--- src/rtl/spi_bus_arbiter.sv ---
// spi_bus_arbiter
// Shares one SPI bus (MOSI, SCLK, MISO) between two SPI master clients
// (client 0 = MAX7317 I/O expander driver, client 1 = second SPI client).
// Each client owns its chip select; csn[i] is routed to pin i only while
// client i holds the bus.
//
// Optional feature: define SPI_ARB_WATCHDOG_EN to build an ownership
// watchdog that limits a single ownership to WD_LIMIT cycles.
//
// Parameters
//   GAP_CYCLES  idle cycles enforced between successive owners (1-15)
//   WD_LIMIT    max consecutive owned cycles (16-65535, watchdog only)
// Ports
//   clk, reset          system clock, synchronous active-high reset
//   busy[1:0]           this_busy from client i (bus request/hold)
//   other_busy[1:0]     1 = client i must not drive the bus
//   cli_mosi/sclk/csn   per-client SPI outputs
//   cli_miso[1:0]       MISO fan-out, only the current/granted client sees it
//   miso                shared MISO pin
//   mosi, sclk          shared bus pins
//   csn[1:0]            per-chip select pins, active low
//   owner[1:0]          {valid, index} of the current owner
//   wd_clear, wd_error  watchdog sticky flag and its clear
//   fsm_state[1:0]      debug view of the arbiter state
//
// Handshake: a client raises busy[i] to request the bus and keeps it high
// for the whole transfer. It may drive the pins only while other_busy[i]
// is 0; in IDLE the granted client's pins pass through combinationally, so
// a client may start in the same cycle it sees other_busy[i] = 0. Dropping
// busy[i] ends the ownership; the bus then idles GAP_CYCLES cycles.
module spi_bus_arbiter #(
  parameter int GAP_CYCLES = 2,
  parameter int WD_LIMIT   = 255
) (
  input  logic       clk,
  input  logic       reset,
  input  logic [1:0] busy,
  output logic [1:0] other_busy,
  input  logic [1:0] cli_mosi,
  input  logic [1:0] cli_sclk,
  input  logic [1:0] cli_csn,
  output logic [1:0] cli_miso,
  input  logic       miso,
  output logic       mosi,
  output logic       sclk,
  output logic [1:0] csn,
  output logic [1:0] owner,
  input  logic       wd_clear,
  output logic       wd_error,
  output logic [1:0] fsm_state
);

  typedef enum logic [1:0] {
    IDLE = 2'd0,
    OWN0 = 2'd1,
    OWN1 = 2'd2,
    GAP  = 2'd3
  } state_t;

  state_t     state, state_next;
  logic       prio;      // client that wins the next simultaneous request
  logic [1:0] lock;      // client denied until its busy falls
  logic [3:0] gap_cnt;
  logic [1:0] req;
  logic       grant0, grant1;
  logic       trip;

  // A locked client is invisible to arbitration until it drops busy.
  assign req    = busy & ~lock;
  assign grant0 = req[0] & (~req[1] | ~prio);
  assign grant1 = req[1] & (~req[0] |  prio);

`ifdef SPI_ARB_WATCHDOG_EN
  logic [15:0] wd_cnt;

  assign trip = ((state == OWN0) || (state == OWN1)) &&
                (wd_cnt == 16'(WD_LIMIT - 1));

  always_ff @(posedge clk) begin
    if (reset) begin
      wd_cnt   <= '0;
      wd_error <= 1'b0;
    end else begin
      if ((state_next == OWN0 || state_next == OWN1) && state_next == state)
        wd_cnt <= wd_cnt + 16'd1;
      else
        wd_cnt <= '0;
      // A trip in the same cycle as a clear leaves the flag set.
      if (trip)
        wd_error <= 1'b1;
      else if (wd_clear)
        wd_error <= 1'b0;
    end
  end
`else
  logic unused_wd_clear;

  assign trip            = 1'b0;
  assign wd_error        = 1'b0;
  assign unused_wd_clear = wd_clear;
`endif

  // State register and bookkeeping
  always_ff @(posedge clk) begin
    if (reset) begin
      state   <= IDLE;
      prio    <= 1'b0;
      lock    <= 2'b00;
      gap_cnt <= '0;
    end else begin
      state <= state_next;
      if (state == GAP && state_next == GAP)
        gap_cnt <= gap_cnt + 4'd1;
      else
        gap_cnt <= '0;
      if (state == IDLE && grant0)
        prio <= 1'b1;
      else if (state == IDLE && grant1)
        prio <= 1'b0;
      for (int i = 0; i < 2; i++) begin
        if (!busy[i])
          lock[i] <= 1'b0;
        else if ((state == IDLE && req[i] && (i == 0 ? grant1 : grant0)) ||
                 (trip && state == (i == 0 ? OWN0 : OWN1)))
          lock[i] <= 1'b1;
      end
    end
  end

  // Next-state logic
  always_comb begin
    state_next = state;
    case (state)
      IDLE: begin
        if (grant0)
          state_next = OWN0;
        else if (grant1)
          state_next = OWN1;
      end
      OWN0: if (trip || !busy[0]) state_next = GAP;
      OWN1: if (trip || !busy[1]) state_next = GAP;
      GAP:  if (gap_cnt == 4'(GAP_CYCLES - 1)) state_next = IDLE;
      default: state_next = IDLE;
    endcase
  end

  // Outputs: pin mux is purely combinational; reset forces the safe values.
  always_comb begin
    other_busy = 2'b11;
    csn        = 2'b11;
    sclk       = 1'b0;
    mosi       = 1'b0;
    cli_miso   = 2'b00;
    owner      = 2'b00;
    if (!reset) begin
      case (state)
        IDLE: begin
          other_busy = {grant0 | lock[1], grant1 | lock[0]};
          if (grant0) begin
            mosi        = cli_mosi[0];
            sclk        = cli_sclk[0];
            csn         = {1'b1, cli_csn[0]};
            cli_miso[0] = miso;
          end else if (grant1) begin
            mosi        = cli_mosi[1];
            sclk        = cli_sclk[1];
            csn         = {cli_csn[1], 1'b1};
            cli_miso[1] = miso;
          end
        end
        OWN0: begin
          other_busy  = 2'b10;
          mosi        = cli_mosi[0];
          sclk        = cli_sclk[0];
          csn         = {1'b1, cli_csn[0]};
          cli_miso[0] = miso;
          owner       = 2'b10;
        end
        OWN1: begin
          other_busy  = 2'b01;
          mosi        = cli_mosi[1];
          sclk        = cli_sclk[1];
          csn         = {cli_csn[1], 1'b1};
          cli_miso[1] = miso;
          owner       = 2'b11;
        end
        default: ;
      endcase
    end
  end

  assign fsm_state = state;

endmodule

--- config.mk ---
export PLATFORM = sky130hd
export DESIGN_NAME = spi_bus_arbiter
export DESIGN_NICKNAME = d
export VERILOG_FILES = /design/src/rtl/spi_bus_arbiter.sv
export SDC_FILE = /design/constraint.sdc
export NUM_CORES = 1
export LEC_CHECK = 0
export ABC_AREA = 1
export CORE_UTILIZATION = 39
export DETAILED_ROUTE_END_ITERATION = 12
export PLACE_DENSITY = 0.74
export SYNTH_ARGS = -nofsm -noshare
export SYNTH_HDL_FRONTEND = slang
export SYNTH_SLANG_ARGS = --single-unit
--- constraint.sdc ---
create_clock -name clk -period 1.5 [get_ports clk]
set_input_delay 0.375 -clock clk [delete_from_list [all_inputs] [get_ports clk]]
set_output_delay 0.375 -clock clk [all_outputs]
set_load 0.005 [all_outputs]
; ---- Word-level counts from Yosys, hierarchy flattened
; Index checks and enable logic that the tools add are counted.
; Widths: inputs -> output; s select.
[totals]
in_bits = 12
elab_cells = 67
output_inout_bits = 13
regBits = 9
[classes]
mux = 30
n_eq_ne = 5
add_sub_neg = 1
bitwise = 14
reduce_logical = 12
[ops]
columns = cell, n
row1 = $mux 2, 11
row2 = $pmux 2 s3, 2
row3 = $mux 1, 11
row4 = $pmux 2 s4, 1
row5 = $logic_and 1x1->1, 7
row6 = $eq 2x2->1 const B, 3
row7 = $not 1->1, 6
row8 = $pmux 1 s3, 2
row9 = $reduce_or 2->1, 3
row10 = $add 4x1->4 const B, 1
row11 = $eq 4x1->1 const B, 1
row12 = $or 1x1->1, 4
row13 = $pmux 1 s2, 2
row14 = $pmux 2 s2, 1
row15 = $and 1x1->1, 2
row16 = $and 2x2->2, 1
row17 = $eq 2x1->1 const B, 1
row18 = $logic_not 2->1, 1
row19 = $not 2->2, 1
row20 = $reduce_bool 2->1, 1

; ---- Logic depth before layout (Yosys ltp)
[logic_depth]
ltp_word = 12
mapped_depth = 9

; ---- Worst setup path before layout
; Ideal clock, no wire load.
[synth_timing]
kind = register to output
from = register state[0], in the netlist fsm_state[0]
to = output port mosi
path_stages_with_launch = 7
arrival_ns = 1.309
setup_slack_ns = -0.184
path_cell_list = dfxtp_1 > inv_1 > ha_1 > nand3_2 > nand2_1 > a22oi_1 > nor2_1
[synth_between]
elab_chain_cells = 3
elab_cells_between_ends = 5
cone_classes = 2 x eq/ne / 2 x mux / 1 x reduce/logical
[synth_lines]
columns = element, line
row1 = "start, declared", 60  ; state_t state, state_next;
row2 = "start signal, assigned", 111  ; state <= state_next;
row3 = "$eq 2x2->1, or another cell as far along", 156  ; case (state)
row4 = $pmux 1 s3 (*), 156
row5 = $mux 1 (*), 155  ; if (!reset) begin
row6 = "end, declared", 44  ; output logic mosi,
; Every way passes the cells marked *; elsewhere a longest branch is shown, timed or not.

; ---- Worst setup path in the final report
[layout_timing]
from = register lock[1]
to = output port sclk
[layout_between]
elab_chain_cells = 8
elab_cells_between_ends = 10
cone_classes = 4 x mux / 6 x bitwise
[layout_lines]
columns = element, line
row1 = "start, declared", 62  ; logic [1:0] lock;
row2 = "start signal, assigned", 108  ; lock <= 2'b00;
row3 = "start signal, assigned by index", 122  ; lock[i] <= 1'b0;
row4 = "start signal, assigned by index", 125  ; lock[i] <= 1'b1;
row5 = $not 2->2 (*), 69  ; assign req = busy & ~lock;
row6 = $and 2x2->2 (*), 69
row7 = $not 1->1, 70  ; assign grant0 = req[0] & (~req[1] | ~prio);
row8 = $or 1x1->1, 70
row9 = $and 1x1->1, 70
row10 = $mux 1 (*), 159  ; if (grant0) begin
row11 = $pmux 1 s3 (*), 156
row12 = $mux 1 (*), 155
row13 = "end, declared", 45  ; output logic sclk,
; Marks and branches as above.

==> flow_summary.ini <==
[grt]
use_met1 = 0.263
grt_usage = 0.251
grt_pass1_wl_mm = 3.63
grt_pass1_vias = 909
top_usage_layer = met2
use_met3 = 0.0720
grt_overflow_total = 0
grt.met2_usage = 0.479
grt_max_degree = 8
antenna_found_initial = 0

[worst_setup_path]
startpoint_type = flop
cp_max_fo = 3
crit_type = flop to output port
setup.worst_path.end_class = output port
cp.required_ps = 1120
cp.arrival_ps = 1490

[placement]
place_ws_ps = -835
dp_cells = 169
portBuffers = 22
hpwl_mm = 1.55
gp_congestion = 0.813

[routing]
vias = 937
routedWlPerCell_um = 14.1
first_pass_iters = 4
post-route-drc-count = 0
viasPerCell = 5.01
wirelength_mm = 2.64
drt_iter0_markers = 26
antenna_left = 0

[sta]
finalSetupViolCount = 10
whs_ps = 469
fmax_ghz = 0.536
fin_crit_ps = 1870
rsz0062_at_grt = true
finalCritPeriodShare = 1.24
skew_ps = 3.63
finalMaxSlewViolations = 0
worst_slack_ps = -367
hold_violations = 0

[clocking]
htree_levels = 1
ctsRootBufferMaster = clkbuf_4
cts_tree = yes
worst_setup_hold_path_clk_slew_ps = 60
cts_made_buffers = 3
ctsLongestPathBuffers = 2
cts_sinks = 9
insertion_delay_ps = 260

[floorplan]
fp.coreArea_mm2 = 0.00173
initial_core_util = 0.412
die_h_um = 44.7
num_rows = 15
ioPinCount = 25
dieWidth_um = 44.7
die_area_mm2 = 0.00200

[synth]
mappedNetlistArea_um2 = 712
syn_nets = 124
synthAdderAreaFrac = 0.141
synthMuxAreaShare = 0
synth-simple-area-share = 0.293
synth-seq-cells = 9
ys_types = 25
synth_compound_area_frac = 0.162
ys_warn_count = 0
postSynthCellCount = 104
yosysSeqAreaShare = 0.253
synth_top_family_by_area = simple AND/OR/NAND/NOR gates
syn_area_per_cell_um2 = 6.85
synth-xor-area-share = 0.0246

[hold_path]
hp-class = flop to flop

[finish]
drive_above_1_share = 0.568
final_cell_count_no_fill = 187
area_delta_synth_final_pct = 98.4
num_antenna_cells = 0
fillers = 110
nets = 183

[pwr]
ir_worst_vdd_v = 0.000646
p_leak_nw = 0.660
pwr_density_cell_mw_per_mm2 = 894
power.total_w = 0.00126

[status]
outcome = finished with violations
violations = setup timing

[run]
drv_cap = 0
-- final timing paths --
check | to | depth (start not counted) | slack (ps) | start
worst max register to register | gap_cnt[2] | 10 | 10 | fsm_state[0]
worst max-delay path | sclk | 8 | -370 | lock[1]
worst min register to register | gap_cnt[0] | 1 | 470 | gap_cnt[0]
worst min-delay path | gap_cnt[0] | 1 | 470 | gap_cnt[0]
-- per-layer routing --
layer	wire length, um	vias to the layer above
met5	0	-
met4	68	0
met3	172	11
met2	1420	53
met1	978	428
li1	-	445
-- cell usage after synthesis --
cell | n | area share
a22oi_1 | 2 | 0.021
o2111ai_1 | 1 | 0.012
xor2_1 | 1 | 0.012
and3_1 | 2 | 0.018
nand3b_2 | 1 | 0.016
a211oi_1 | 1 | 0.011
xnor2_1 | 1 | 0.012
nor2_1 | 10 | 0.053
nand3_2 | 1 | 0.014
ha_1 | 8 | 0.14
nand4_1 | 1 | 0.0088
nand2_2 | 2 | 0.018
inv_2 | 6 | 0.032
a21oi_1 | 6 | 0.042
nor2_4 | 1 | 0.016
o21ai_1 | 1 | 0.0070
inv_1 | 13 | 0.069
a21oi_2 | 3 | 0.037
o211ai_1 | 1 | 0.011
buf_4 | 2 | 0.021
o21ai_0 | 3 | 0.021
nand2_1 | 22 | 0.12
nand3_1 | 5 | 0.035
conb_1 | 1 | 0.0053
dfxtp_1 | 9 | 0.25
-- placed cells by master (no fill, tap or decap), types with 2 or more instances in the layout --
cell	count
a21oi_1	3
a21oi_2	6
a22oi_2	2
and3_4	2
buf_2	8
buf_4	20
buf_6	16
clkbuf_4	3
clkdlybuf4s15_1	2
clkdlybuf4s50_1	7
dfxtp_1	7
dfxtp_4	2
dlygate4sd2_1	3
ha_1	2
ha_4	5
inv_1	7
inv_2	9
inv_4	3
nand2_1	16
nand2_2	6
nand2_4	2
nand3_1	4
nor2_1	8
nor2_4	2
o21ai_1	2
-- state kept, by name, summed over array words and instances (netlist names) --
register and count:
fsm_state 2, gap_cnt 4, lock 2, prio 1
-- critical path: stages (launching register included) --
cell     delay (ps)
dfxtp_1         310
inv_1           100
nand3_1         190
nand3_4         130
nand2_4          60
buf_6           120
a22oi_2         160
nor2_1           50
buf_2           120
-- final cells by class --
cell class              count  area, um^2  share of cell area
multi-input cells          74         602               0.426
repair buffers             56         487               0.345
flip-flops and latches      9         188               0.133
inverters                  19        78.8              0.0558
well taps                  25        31.3              0.0221
clock buffers               4        26.3              0.0186
-- where the power goes --
part,leakage (nW),switching [W],internal (W)
Combinational,0.570,0.000366,0.000425
Clock,0.0150,0.0000852,0.000103
Sequential,0.0746,0.0000240,0.000260
-- logic make-up after synthesis --
kind of cell | count (synthesis)
AO/OA/AOI/OAI | 18
XOR/XNOR | 2
adder cells (fa/ha/maj) | 8
buffers and inverters | 21
flip-flops | 9
other | 1
AND/OR/NAND/NOR | 45
-- stage by stage --
| stage | area [um^2] | util | TNS [ps] |
|---|---|---|---|
| floorplan | 719 | - | 0 |
| global placement | 1110 | 0.641 | -8330 |
| detailed placement | 1110 | 0.641 | -8880 |
| CTS | 1310 | 0.759 | -2090 |
| global route | 1410 | 0.818 | -3280 |
| finish | 1410 | 0.818 | -2450 |
-- timing repair --
action	4_1_cts	5_1_grt
gates resized for setup	87	20
hold buffers	0	0
setup endpoints to repair	16	15
pin swaps	8	21
buffers inserted	9	6
No activity file was read; power rests on OpenSTA's default activity.
